**src/rtl/pipe_stall_ctrl_pkg.sv**
```systemverilog
// rtl/pipe_stall_ctrl_pkg.sv - shared stall bus encodings, stage indices and FSM states for pipe_stall_ctrl
package pipe_stall_ctrl_pkg;

  localparam int STALL_BUS_W = 6;

  localparam logic STOP    = 1'b1;
  localparam logic NO_STOP = 1'b0;

  localparam int STG_PC  = 0;
  localparam int STG_IF  = 1;
  localparam int STG_ID  = 2;
  localparam int STG_EX  = 3;
  localparam int STG_MEM = 4;
  localparam int STG_WB  = 5;

  localparam logic [STALL_BUS_W-1:0] STALL_NONE = 6'b000000;
  localparam logic [STALL_BUS_W-1:0] STALL_LOAD = 6'b000111;
  localparam logic [STALL_BUS_W-1:0] STALL_EX   = 6'b001111;

  typedef enum logic [1:0] {
    RUN       = 2'd0,
    LD_BUBBLE = 2'd1,
    EX_WAIT   = 2'd2
  } state_e;

endpackage

```
**src/rtl/pipe_stall_ctrl_hazard_detect.sv**
```systemverilog
// rtl/pipe_stall_ctrl_hazard_detect.sv - combinational load-use compare between a load destination and ID sources
module pipe_stall_ctrl_hazard_detect (
  input  logic       ex_is_load,
  input  logic [4:0] ex_waddr,
  input  logic [4:0] id_rs,
  input  logic [4:0] id_rt,
  input  logic       id_use_rs,
  input  logic       id_use_rt,
  output logic       load_use
);

  logic rs_hit;
  logic rt_hit;

  // $zero is never a real dependency, so a load into r0 never stalls
  assign rs_hit   = id_use_rs & (id_rs == ex_waddr);
  assign rt_hit   = id_use_rt & (id_rt == ex_waddr);
  assign load_use = ex_is_load & (ex_waddr != 5'd0) & (rs_hit | rt_hit);

endmodule

```
**src/rtl/pipe_stall_ctrl.sv**
```systemverilog
// rtl/pipe_stall_ctrl.sv - pipeline stall sequencer (load-use bubble, multi-cycle EX wait, watchdog); optional STALL_PERF_EN perf counters
import pipe_stall_ctrl_pkg::*;

module pipe_stall_ctrl #(
  parameter int STALL_W     = 6,
  parameter int EX_WAIT_MAX = 64,
  parameter int CNT_W       = 7
) (
  input  logic               clk,
  input  logic               rst,
  input  logic               ex_is_load,
  input  logic [4:0]         ex_waddr,
  input  logic [4:0]         id_rs,
  input  logic [4:0]         id_rt,
  input  logic               id_use_rs,
  input  logic               id_use_rt,
  input  logic               ex_mc_req,
  input  logic               ex_mc_done,
  output logic [STALL_W-1:0] stall,
  output logic               id_buf_cap,
`ifdef STALL_PERF_EN
  output logic [31:0]        perf_stall_cycles,
  output logic [31:0]        perf_load_events,
`endif
  output logic               ex_timeout
);

  state_e                 state_q, state_d;
  logic [CNT_W-1:0]       cnt_q, cnt_d;
  logic                   timeout_q, timeout_d;
  logic                   prev_id_stall_q, prev_id_stall_d;
  logic [STALL_BUS_W-1:0] stall_d;
  logic                   load_use;

  pipe_stall_ctrl_hazard_detect u_hazard_detect (
    .ex_is_load (ex_is_load),
    .ex_waddr   (ex_waddr),
    .id_rs      (id_rs),
    .id_rt      (id_rt),
    .id_use_rs  (id_use_rs),
    .id_use_rt  (id_use_rt),
    .load_use   (load_use)
  );

  always_comb begin
    state_d   = state_q;
    cnt_d     = cnt_q;
    timeout_d = timeout_q;
    stall_d   = STALL_NONE;
    case (state_q)
      RUN: begin
        if (ex_mc_req) begin
          stall_d = STALL_EX;
          state_d = EX_WAIT;
          cnt_d   = CNT_W'(1);
        end else if (load_use) begin
          stall_d = STALL_LOAD;
          state_d = LD_BUBBLE;
        end
      end
      LD_BUBBLE: begin
        state_d = RUN;
      end
      EX_WAIT: begin
        // a done arriving on the watchdog cycle still counts as a clean finish
        if (ex_mc_done) begin
          state_d = RUN;
          cnt_d   = '0;
        end else if (cnt_q == CNT_W'(EX_WAIT_MAX)) begin
          timeout_d = 1'b1;
          state_d   = RUN;
          cnt_d     = '0;
        end else begin
          stall_d = STALL_EX;
          cnt_d   = cnt_q + CNT_W'(1);
        end
      end
      default: begin
        state_d = RUN;
        cnt_d   = '0;
      end
    endcase
    prev_id_stall_d = stall_d[STG_ID];
  end

  assign stall      = STALL_W'(stall_d);
  assign ex_timeout = timeout_q;
  assign id_buf_cap = (stall_d[STG_IF] == STOP) & (stall_d[STG_ID] == STOP) & ~prev_id_stall_q;

  always_ff @(posedge clk) begin
    if (rst) begin
      state_q         <= RUN;
      cnt_q           <= '0;
      timeout_q       <= 1'b0;
      prev_id_stall_q <= NO_STOP;
    end else begin
      state_q         <= state_d;
      cnt_q           <= cnt_d;
      timeout_q       <= timeout_d;
      prev_id_stall_q <= prev_id_stall_d;
    end
  end

`ifdef STALL_PERF_EN
  logic [31:0] perf_stall_q, perf_stall_d;
  logic [31:0] perf_load_q, perf_load_d;

  always_comb begin
    perf_stall_d = perf_stall_q + {31'd0, |stall_d};
    perf_load_d  = perf_load_q + {31'd0, (state_q == RUN) && (state_d == LD_BUBBLE)};
  end

  always_ff @(posedge clk) begin
    if (rst) begin
      perf_stall_q <= '0;
      perf_load_q  <= '0;
    end else begin
      perf_stall_q <= perf_stall_d;
      perf_load_q  <= perf_load_d;
    end
  end

  assign perf_stall_cycles = perf_stall_q;
  assign perf_load_events  = perf_load_q;
`endif

endmodule

```
**config.mk**
```make
export PLATFORM = sky130hd
export DESIGN_NAME = pipe_stall_ctrl
export DESIGN_NICKNAME = d
export VERILOG_FILES = /design/src/rtl/pipe_stall_ctrl_pkg.sv /design/src/rtl/pipe_stall_ctrl_hazard_detect.sv /design/src/rtl/pipe_stall_ctrl.sv
export SDC_FILE = /design/constraint.sdc
export NUM_CORES = 1
export LEC_CHECK = 0
export CORE_ASPECT_RATIO = 1.5
export CORE_MARGIN = 2
export CORE_UTILIZATION = 25
export CTS_CLUSTER_SIZE = 28
export DETAILED_ROUTE_END_ITERATION = 12
export GPL_ROUTABILITY_DRIVEN = 0
export SYNTH_ARGS = -nofsm -noshare
export SYNTH_HDL_FRONTEND = slang
export SYNTH_SLANG_ARGS = --single-unit
```
**constraint.sdc**
```tcl
create_clock -name clk -period 1.3 [get_ports clk]
set_input_delay 0.13 -clock clk [delete_from_list [all_inputs] [get_ports clk]]
set_output_delay 0.13 -clock clk [all_outputs]
set_load 0.05 [all_outputs]
```
==> flow_summary_export.csv <==
group,metric,value,unit
outcome,status,"finished, violations left",
outcome,violations,"setup timing",
floorplanning,die_w,47.7,microns
place,place_ws,-0.741,ns
logic_synthesis,ys_ff_latch,11,
global_route,gr-usage-all-layers,0.141,
timing,setup_ws,-0.454,ns
clock_network,htreeDepth,1,
setup_path,crit_path_end_kind,"output pin",
routing,finalWirelength,2150,microns
final_layout,drive_gt1_frac,0.568,
setup_path,worst_setup_path_start_kind,"flop",
routing,num_vias,789,
logic_synthesis,yosysTopAreaCell,"dfxtp_1",
routing,ant_nets,0,
clock_network,clock_path_buffers,2,
global_route,grt_busiest_layer,"met2",
logic_synthesis,avgSynthCellArea,8.82,sq um
hold_path,hp-class,"in2reg",
global_route,grt.met2_usage,0.239,
timing,slew_viol_final,0,
timing,finalHoldViolCount,0,
clock_network,cts.sinks,11,
hold_path,min_delay_worst_endpoint,"prev_id_stall_q",
logic_synthesis,synth.distinct_cells,31,
place,place_area,1310,sq um
final_layout,fin_cells,176,
floorplanning,num_rows,23,
global_route,grt_use_met1,0.127,
logic_synthesis,synth_area_leaders,"dfxtp_1, xor2_1, nor2_1, buf_4, ha_1",
setup_path,rr_worst_depth,7,
power_and_ir_drop,ir_drop,384,uV
setup_path,arrival,1.62,ns
run,drv_cap,0,
routing,routedWlPerCell,12.2,microns
logic_synthesis,synth_commonest_cells,"xor2_1, dfxtp_1, nor2_1",
timing,fin_crit_sh,1.35,
place,io_buffers,27,
power_and_ir_drop,static-leakage-power,0.647,nW
setup_path,slowest_stage,"nor4b_4",
final_layout,area_growth,111,%
logic_synthesis,yosysWarnings,0,
logic_synthesis,synth_top_area_share,0.308,
timing,clock_skew,0.00454,ns
global_route,grt_pass1_wl,3270,microns
global_route,grt_overflow,0,
global_route,met3_usage,0.0313,
power_and_ir_drop,power.total,1.16,mW
floorplanning,initial_utilization,0.264,
routing,drt_iter0_drc,7,
place,placedCellCount,165,
logic_synthesis,synthFlopType,"dfxtp_1",
setup_path,crit_buf_inv,1,
clock_network,cts-root-buf,"clkbuf_8",
routing,dr.pass1.iters,3,
setup_path,r2r_end,"prev_id_stall_q",
logic_synthesis,yosysMostFrequentCell,"xor2_1",
floorplanning,die_h,69.5,microns
floorplanning,fp.dieArea,3310,sq um
timing,fin_hold_ws,0.443,ns
timing,setup_tns,-3.48,ns
final_layout,num_antenna_cells,0,
floorplanning,io_pins,30,
global_route,antenna_found_initial,0,
setup_path,crit_chain,"nor4b_4 -> a21boi_4 -> a21oi_4 -> o21ai_4 -> buf_12",
power_and_ir_drop,powerDensity,769,nW/um^2
logic_synthesis,async_reset_ff_frac,0,
routing,vias_per_cell,4.48,
setup_path,timing.rr.start,"cnt_q[5]",
logic_synthesis,synth-seq-area-share,0.308,
setup_path,cp_max_fo,4,
timing,min_period,1.75,ns
logic_synthesis,syn_area,714,sq um
timing,max_freq,570,MHz
timing,rsz0062_at_grt,"true",
hold_path,hold_path_depth,5,
clock_network,cts_tree,"yes",
global_route,grt_max_degree,7,
hold_path,worstHoldStart,"ex_waddr[3]",
final_layout,final_area,1510,sq um
final_layout,postLayoutCoreUtil,0.557,
clock_network,clock_latency,0.24,ns
final_layout,nets,164,
setup_path,regToRegSetupSlack,-0.25,ns
setup_path,cp.required,1.17,ns
timing,setup_violations,14,
setup_path,critPathMaxStageDelay,0.35,ns
logic_synthesis,synth_cells,81,
logic_synthesis,synth-edff-count,0,
place,dp_hpwl,1670,microns
clock_network,postCtsHoldBufs,0,
clock_network,cts_buffers,3,
setup_path,cp_top_family,"compound AO/OA/AOI/OAI gates",
setup_path,critPathKind,"reg2out",
routing,remaining_drc_errors,0,
clock_network,clkSlewWorstSetupHoldPaths,0.05,ns
global_route,grt_pass1_vias,783,
floorplanning,core,2710,sq um
==> logic make-up after synthesis <==
family,count (synthesis),share of synthesized area
xor gates and xnor gates,14,0.172
DFF,11,0.308
AOI/OAI and AO/OA,16,0.158
and+or+nand+nor,29,0.259
other,1,0.00525
adders and majority gates,2,0.0350
buffers and inverters,8,0.0630
==> layout by cell type (no fill, tap or decap), types with 2 or more instances in the layout <==
cell type,Yosys,routed
nand3_1,2,2
xor2_1,12,5
inv_2,0,2
o2111ai_1,2,2
clkbuf_2,0,6
o21ai_0,4,3
nand2_1,2,2
nor2_1,11,10
xor2_2,0,6
dlymetal6s2s_1,0,3
buf_4,4,28
clkbuf_8,0,3
nand4b_1,2,2
nor2b_4,1,2
a21oi_1,2,2
buf_12,0,6
or3_1,2,2
dfxtp_1,11,6
clkdlybuf4s50_1,0,6
inv_1,4,2
conb_1,1,2
dfxtp_2,0,5
nor4_4,0,2
buf_6,0,5
==> worst max path at each step <==
stage	from	end	slack, ns	depth (start not counted)
6_report	cnt_q[5]	stall[1]	-0.45	5
3_3_place_gp	ex_waddr[3]	stall[1]	-0.68	6
2_1_floorplan	ex_waddr[3]	stall[1]	-0.29	5
3_5_place_dp	ex_waddr[3]	stall[1]	-0.74	6
5_1_grt	cnt_q[5]	stall[0]	-0.51	5
4_1_cts	cnt_q[2]	stall[1]	-0.45	5
==> worst register-to-register path, stage by stage (launching register included) <==
cell and delay [ns]:
dfxtp_2 0.33, nor4b_4 0.35, a21boi_4 0.11, a21oi_4 0.25, buf_4 0.16, buf_4 0.09, buf_6 0.08, o22ai_1 0.06
==> sequential cells by signal, indices dropped and copies added, names as in the netlist <==
register / cells
ex_timeout: 1
cnt_q: 7
state_q: 2
prev_id_stall_q: 1
==> metal layers <==
layer	wire, microns	up-vias
li1	-	391
met1	685	361
met2	1210	30
met3	161	7
met4	92	0
met5	0	-
==> power breakdown <==
group	switching, mW	internal, mW	total, mW
sequential	0.00753	0.348	0.355
clock	0.135	0.216	0.351
combinational	0.223	0.231	0.454
total	0.365	0.795	1.16
==> area by class of cell <==
cell class	count	area, sq um
Clock buffer	4	45.0
Timing Repair Buffer	57	538
Fill cell	253	1200
Multi-Input combinational cell	63	637
Tap cell	37	46.3
Sequential cell	11	226
Inverter	4	15.0
==> repair_timing <==
action                     CTS  global route
pin swaps                   10            16
gates resized for setup     21            45
buffers inserted             4             4
cloned                       0             0
setup endpoints to repair   13            14
Note: power is estimated with default switching activity, not from simulation.
